==> src/rtl/instruction_decode.sv <==
// RV32I decode stage: register-file addressing, immediate/control generation,
// load-use hazard detection and the ID/EX pipeline register.
module instruction_decode #(
  parameter int ARCH_WIDTH = 32,
  parameter int INST_WIDTH = 32
) (
  input  logic                  clk,
  input  logic                  rst_n,
  input  logic                  clk_en,
  input  logic [INST_WIDTH-1:0] inst_id,
  input  logic [ARCH_WIDTH-1:0] pc_id,
  input  logic                  flush,
  output logic [4:0]            rs1_addr,
  output logic [4:0]            rs2_addr,
  input  logic [ARCH_WIDTH-1:0] rs1_data,
  input  logic [ARCH_WIDTH-1:0] rs2_data,
  output logic                  stall,
  output logic [ARCH_WIDTH-1:0] pc_ex,
  output logic [ARCH_WIDTH-1:0] rs1_data_ex,
  output logic [ARCH_WIDTH-1:0] rs2_data_ex,
  output logic [ARCH_WIDTH-1:0] imm_ex,
  output logic [4:0]            rd_ex,
  output logic [4:0]            rs1_ex,
  output logic [4:0]            rs2_ex,
  output logic [2:0]            funct3_ex,
  output logic [3:0]            alu_op_ex,
  output logic [1:0]            alu_src_a_ex,
  output logic                  alu_src_b_ex,
  output logic [1:0]            wb_sel_ex,
  output logic                  reg_write_ex,
  output logic                  mem_read_ex,
  output logic                  mem_write_ex,
  output logic                  branch_ex,
  output logic                  jump_ex,
  output logic                  illegal_ex
);

  localparam logic [6:0] OPC_LUI    = 7'b0110111;
  localparam logic [6:0] OPC_AUIPC  = 7'b0010111;
  localparam logic [6:0] OPC_JAL    = 7'b1101111;
  localparam logic [6:0] OPC_JALR   = 7'b1100111;
  localparam logic [6:0] OPC_BRANCH = 7'b1100011;
  localparam logic [6:0] OPC_LOAD   = 7'b0000011;
  localparam logic [6:0] OPC_STORE  = 7'b0100011;
  localparam logic [6:0] OPC_OPIMM  = 7'b0010011;
  localparam logic [6:0] OPC_OP     = 7'b0110011;
  localparam logic [6:0] OPC_FENCE  = 7'b0001111;
  localparam logic [6:0] OPC_SYSTEM = 7'b1110011;

  logic [6:0] opcode;
  logic [2:0] funct3;
  logic [6:0] funct7;
  logic [4:0] rd_field;

  assign opcode   = inst_id[6:0];
  assign rd_field = inst_id[11:7];
  assign funct3   = inst_id[14:12];
  assign rs1_addr = inst_id[19:15];
  assign rs2_addr = inst_id[24:20];
  assign funct7   = inst_id[31:25];

  logic        legal, is_zero, use_rs1, use_rs2, has_rd;
  logic [31:0] imm32;
  logic [3:0]  alu_op_d;
  logic [1:0]  src_a_d, wb_sel_d;
  logic        src_b_d, reg_write_d, mem_read_d, mem_write_d, branch_d, jump_d;

  always_comb begin
    legal       = 1'b1;
    use_rs1     = 1'b0;
    use_rs2     = 1'b0;
    has_rd      = 1'b0;
    imm32       = '0;
    alu_op_d    = 4'b0000;
    src_a_d     = 2'd0;
    src_b_d     = 1'b0;
    wb_sel_d    = 2'd0;
    reg_write_d = 1'b0;
    mem_read_d  = 1'b0;
    mem_write_d = 1'b0;
    branch_d    = 1'b0;
    jump_d      = 1'b0;
    case (opcode)
      OPC_LUI: begin
        imm32 = {inst_id[31:12], 12'b0};
        has_rd = 1'b1; reg_write_d = 1'b1; src_a_d = 2'd2; src_b_d = 1'b1;
      end
      OPC_AUIPC: begin
        imm32 = {inst_id[31:12], 12'b0};
        has_rd = 1'b1; reg_write_d = 1'b1; src_a_d = 2'd1; src_b_d = 1'b1;
      end
      OPC_JAL: begin
        imm32 = {{11{inst_id[31]}}, inst_id[31], inst_id[19:12], inst_id[20], inst_id[30:21], 1'b0};
        has_rd = 1'b1; reg_write_d = 1'b1; jump_d = 1'b1; wb_sel_d = 2'd2;
        src_a_d = 2'd1; src_b_d = 1'b1;
      end
      OPC_JALR: begin
        imm32 = {{20{inst_id[31]}}, inst_id[31:20]};
        use_rs1 = 1'b1; has_rd = 1'b1; reg_write_d = 1'b1; jump_d = 1'b1;
        wb_sel_d = 2'd2; src_b_d = 1'b1;
      end
      OPC_BRANCH: begin
        imm32 = {{19{inst_id[31]}}, inst_id[31], inst_id[7], inst_id[30:25], inst_id[11:8], 1'b0};
        use_rs1 = 1'b1; use_rs2 = 1'b1; branch_d = 1'b1; alu_op_d = 4'b1000;
      end
      OPC_LOAD: begin
        imm32 = {{20{inst_id[31]}}, inst_id[31:20]};
        use_rs1 = 1'b1; has_rd = 1'b1; reg_write_d = 1'b1; mem_read_d = 1'b1;
        wb_sel_d = 2'd1; src_b_d = 1'b1;
      end
      OPC_STORE: begin
        imm32 = {{20{inst_id[31]}}, inst_id[31:25], inst_id[11:7]};
        use_rs1 = 1'b1; use_rs2 = 1'b1; mem_write_d = 1'b1; src_b_d = 1'b1;
      end
      OPC_OPIMM: begin
        imm32 = {{20{inst_id[31]}}, inst_id[31:20]};
        use_rs1 = 1'b1; has_rd = 1'b1; reg_write_d = 1'b1; src_b_d = 1'b1;
        alu_op_d = {(funct3 == 3'b101) ? inst_id[30] : 1'b0, funct3};
        // Only the shift encodings constrain the upper immediate bits.
        if (funct3 == 3'b001)
          legal = (funct7 == 7'b0000000);
        else if (funct3 == 3'b101)
          legal = (funct7 == 7'b0000000) || (funct7 == 7'b0100000);
      end
      OPC_OP: begin
        use_rs1 = 1'b1; use_rs2 = 1'b1; has_rd = 1'b1; reg_write_d = 1'b1;
        alu_op_d = {inst_id[30], funct3};
        legal = (funct7 == 7'b0000000) ||
                ((funct7 == 7'b0100000) && ((funct3 == 3'b000) || (funct3 == 3'b101)));
      end
      OPC_FENCE, OPC_SYSTEM: begin
        legal = 1'b1;
      end
      default: legal = 1'b0;
    endcase
    if (rd_field == 5'd0)
      reg_write_d = 1'b0;
  end

  assign is_zero = (inst_id[31:0] == 32'h0);

  logic hazard;
  assign hazard = mem_read_ex && (rd_ex != 5'd0) && legal && !is_zero &&
                  ((use_rs1 && (rd_ex == rs1_addr)) || (use_rs2 && (rd_ex == rs2_addr)));
  assign stall  = hazard && !flush;

  logic load_bubble, load_illegal;
  assign load_bubble  = flush || hazard || is_zero;
  assign load_illegal = !load_bubble && !legal;

  always_ff @(posedge clk or negedge rst_n) begin
    if (!rst_n) begin
      pc_ex        <= '0;
      rs1_data_ex  <= '0;
      rs2_data_ex  <= '0;
      imm_ex       <= '0;
      rd_ex        <= '0;
      rs1_ex       <= '0;
      rs2_ex       <= '0;
      funct3_ex    <= '0;
      alu_op_ex    <= '0;
      alu_src_a_ex <= '0;
      alu_src_b_ex <= 1'b0;
      wb_sel_ex    <= '0;
      reg_write_ex <= 1'b0;
      mem_read_ex  <= 1'b0;
      mem_write_ex <= 1'b0;
      branch_ex    <= 1'b0;
      jump_ex      <= 1'b0;
      illegal_ex   <= 1'b0;
    end else if (clk_en) begin
      if (load_bubble || load_illegal) begin
        // Illegal instructions keep their PC so the trap logic can report it.
        pc_ex        <= load_illegal ? pc_id : '0;
        rs1_data_ex  <= '0;
        rs2_data_ex  <= '0;
        imm_ex       <= '0;
        rd_ex        <= '0;
        rs1_ex       <= '0;
        rs2_ex       <= '0;
        funct3_ex    <= '0;
        alu_op_ex    <= '0;
        alu_src_a_ex <= '0;
        alu_src_b_ex <= 1'b0;
        wb_sel_ex    <= '0;
        reg_write_ex <= 1'b0;
        mem_read_ex  <= 1'b0;
        mem_write_ex <= 1'b0;
        branch_ex    <= 1'b0;
        jump_ex      <= 1'b0;
        illegal_ex   <= load_illegal;
      end else begin
        pc_ex        <= pc_id;
        rs1_data_ex  <= rs1_data;
        rs2_data_ex  <= rs2_data;
        imm_ex       <= ARCH_WIDTH'($signed(imm32));
        rd_ex        <= has_rd ? rd_field : 5'd0;
        rs1_ex       <= use_rs1 ? rs1_addr : 5'd0;
        rs2_ex       <= use_rs2 ? rs2_addr : 5'd0;
        funct3_ex    <= funct3;
        alu_op_ex    <= alu_op_d;
        alu_src_a_ex <= src_a_d;
        alu_src_b_ex <= src_b_d;
        wb_sel_ex    <= wb_sel_d;
        reg_write_ex <= reg_write_d;
        mem_read_ex  <= mem_read_d;
        mem_write_ex <= mem_write_d;
        branch_ex    <= branch_d;
        jump_ex      <= jump_d;
        illegal_ex   <= 1'b0;
      end
    end
  end

endmodule

==> config.mk <==
export PLATFORM = sky130hd
export DESIGN_NAME = instruction_decode
export DESIGN_NICKNAME = d
export VERILOG_FILES = /design/src/rtl/instruction_decode.sv
export SDC_FILE = /design/constraint.sdc
export NUM_CORES = 1
export LEC_CHECK = 0
export ABC_CLOCK_PERIOD_IN_PS = 3200
export CORE_UTILIZATION = 42
export DETAILED_ROUTE_END_ITERATION = 6
export GPL_TIMING_DRIVEN = 0
export HOLD_SLACK_MARGIN = 0.08
export PLACE_DENSITY = 0.81
export SLEW_MARGIN = 10
export SYNTH_ARGS = -nofsm -noshare
export SYNTH_HDL_FRONTEND = slang
export SYNTH_SLANG_ARGS = --single-unit
==> constraint.sdc <==
create_clock -name clk -period 3.2 [get_ports clk]
set_input_delay 0.32 -clock clk [delete_from_list [all_inputs] [get_ports clk]]
set_output_delay 0.32 -clock clk [all_outputs]
set_load 0.02 [all_outputs]
==> results.py <==
metrics = {
    "drt": {
        "dr.first_iter.drc_count": 399,
        "drcViolationCount": 0,
        "drt-total-wl_mm": 21.2,
        "vias": 6030,
        "wl_per_cell_um": 19.3,
        "drtAntennaViolNets": 0,
        "first_pass_iters": 5,
        "via_per_inst": 5.49,
    },
    "synthesis": {
        "syn_inst": 547,
        "syn_area_per_cell_um2": 12.4,
        "netlist_area_um2": 6780,
        "synth_edf_count": 0,
        "synth_seq_cells": 160,
        "synth_area_leaders": "dfrtp_1, a22o_1, o2bb2ai_1",
        "ys_warn_count": 0,
        "seq_area_frac_synth": 0.591,
        "synth_fp_nets": 679,
        "synth.distinct_cells": 50,
        "synth_top_area_cell": "dfrtp_1",
        "synth_top_area_share": 0.591,
        "ys.flop_type": "dfrtp_1",
        "async_reset_ff_frac": 1.00,
    },
    "setup_path": {
        "crit_slowest_cell": "clkdlybuf4s50_1",
        "worstSetupPathType": "primary input to output port",
        "worst_r2r_path_depth": 7,
        "start_kind": "primary input",
        "cp.arrival_ns": 2.66,
        "cp_max_fo": 10,
        "rr_endpoint": "rs2_data_ex[8]",
        "path_cells": "clkdlybuf4s50_1, buf_2, and3b_1, nand2_1, a211o_1, or3_1, a21oi_4, nor2b_1, clkbuf_2",
        "critPathMaxStageDelay_ns": 0.41,
        "required_ns": 2.88,
        "worst-r2r-setup-slack_ns": 0.55,
        "endpoint_kind": "output port",
        "r2r_start": "rd_ex[1]",
    },
    "pwr": {
        "vdd_drop_max_v": 0.000330,
        "leakagePower_nw": 4.46,
        "power_density_nw_per_um2": 436,
        "power_mw": 4.65,
    },
    "sta": {
        "fin_crit_ns": 2.98,
        "timing.final.ws_setup_ns": 0.216,
        "period_share": 0.933,
        "fmax_ghz": 0.335,
        "finClkSkew_ns": 0.00984,
        "hold_viol": 0,
        "setup_violations": 0,
        "rsz0062_at_grt": "no",
        "report.final.slew_viol_count": 0,
        "max_slew_margin": 0.515,
        "worstMarginPinSlew_ns": 0.728,
    },
    "job": {
        "maxCapViolations": 0,
    },
    "global_routing": {
        "grt_max_degree": 88,
        "grt_overflow_total": 0,
        "grt_antenna_before_repair": 0,
        "grt_usage": 0.259,
        "grt_pass1_vias": 5896,
        "grt_pass1_wl_mm": 32.5,
    },
    "clock_tree": {
        "cts.sinks": 160,
        "root_buffer": "clkbuf_16",
        "clk_latency_ns": 0.42,
        "numCtsBuffers": 17,
        "cts_max_level": 4,
        "cts.clk_slew.worst_paths_ns": 0.06,
        "clockBufferDepth": 2,
        "cts_tree": "yes",
    },
    "worst_hold_path": {
        "worstHoldPathCells": 2,
        "min_from": "inst_id[12]",
        "hold_class": "primary input to register",
        "holdPathEnd": "funct3_ex[0]",
    },
    "place": {
        "post-place-ws_ns": -0.499,
        "place_area_um2": 10100,
        "gp_congestion": 0.961,
        "post-dp-hpwl_mm": 15.7,
        "portBuffers": 301,
    },
    "floorplanning": {
        "core_area_um2": 15800,
        "fp-row-count": 46,
        "ios": 304,
        "die_h_um": 129,
        "die_w_um": 129,
        "start_util": 0.428,
        "dieArea_um2": 16700,
    },
    "final_layout": {
        "syn2layout_area_growth_pct": 57.6,
        "nNetsFinal": 1001,
        "drive_gt1_frac": 0.102,
        "final_area_um2": 10700,
        "diodes": 0,
    },
    "run_status": {
        "status": "finished clean",
    },
}
worst max path at each step:
stage,startpoint,to,slack [ns],cells past startpoint
5_1_grt,inst_id[4],stall,0.06,9
4_1_cts,inst_id[4],stall,0.06,9
3_5_place_dp,inst_id[2],stall,-0.50,8
3_3_place_gp,rst_n,rs2_data_ex[13],-4.58,1
2_1_floorplan,inst_id[4],stall,0.77,7
6_report,inst_id[4],stall,0.22,9
registers in the layout (all words and copies together) (netlist names), 4 cells and up:
register     flops
imm_ex          32
pc_ex           32
rs1_data_ex     32
rs2_data_ex     32
rd_ex            5
rs1_ex           5
rs2_ex           5
alu_op_ex        4
cell families (layout without fill, tap and decap cells):
kind of cell           count (synthesis)  in the layout  share of synthesized area
AO/OA/AOI/OAI                        208            208                      0.275
XOR/XNOR                              11             11                     0.0142
buffers and inverters                 64            399                     0.0463
flip-flops                           160            160                      0.591
AND/OR/NAND/NOR                      104            104                     0.0740
per-layer routing:
layer	vias up	part of all wire	global-route usage
met4	0	0.027	0.0969
met5	-	0	0
met3	40	0.083	0.0818
li1	2739	-	-
met2	267	0.48	0.421
met1	2984	0.41	0.325
placed cells by master, fill, tap and decap left out, drive strengths merged, types with 3 or more instances in the layout:
cell           count
a21oi             24
a22o              70
a22oi              5
a32o              30
and3               3
buf               30
clkbuf            51
clkdlybuf4s50    299
clkinv             4
clkinvlp           4
dfrtp            160
inv               10
nand2             48
nand3              7
nor2              12
nor3               9
nor4               8
o21ai              5
o2bb2ai           60
or4                3
xnor2              4
xor2               7
cells in the mapped netlist (9+ instances only):
| cell | number |
|---|---|
| nor2_1 | 12 |
| a22o_1 | 70 |
| a21oi_1 | 24 |
| o2bb2ai_1 | 40 |
| o2bb2ai_2 | 20 |
| a32o_1 | 30 |
| nand2_1 | 48 |
| buf_4 | 11 |
| nor3_1 | 9 |
| buf_2 | 14 |
| dfrtp_1 | 160 |
| clkbuf_1 | 30 |
timing repair:
item	CTS	global route
pin swaps	0	0
endpoints found under the hold margin	73	0
gates resized for setup	4	2
hold buffers	1	0
setup endpoints to repair	1	1
setup buffers	0	0
layout make-up:
cell class,instances,area (um^2)
Fill cell,1230,5150
Sequential cell,160,4000
Timing Repair Buffer,303,3050
Multi-Input combinational cell,323,2470
Clock buffer,20,467
Buffer,58,293
Tap cell,216,270
Clock inverter,12,103
Inverter,6,22.5
report_power, final:
group          switching (mW)  internal, mW  total, mW
clock                   0.859          1.07       1.93
combinational           0.309         0.311      0.620
sequential             0.0279          2.07       2.10
metrics by stage:
step,hold slack [ns],TNS [ns],utilization,cells
final,0.373,0,0.675,1098
after global routing,0.397,0,0.675,1098
after CTS,0.364,0,0.675,1098
after detailed placement,0.322,-1.74,0.638,1065
after global placement,0.470,-731.84,0.636,1064
after floorplan,0.0244,0,-,547
worst max-delay path, delay by kind of cell:
family / cells / cell delay [ns]
simple gates: 4 / 1.00
compound gates: 2 / 0.54
buf+inv: 3 / 0.80
No activity file was read; power rests on OpenSTA's default activity.
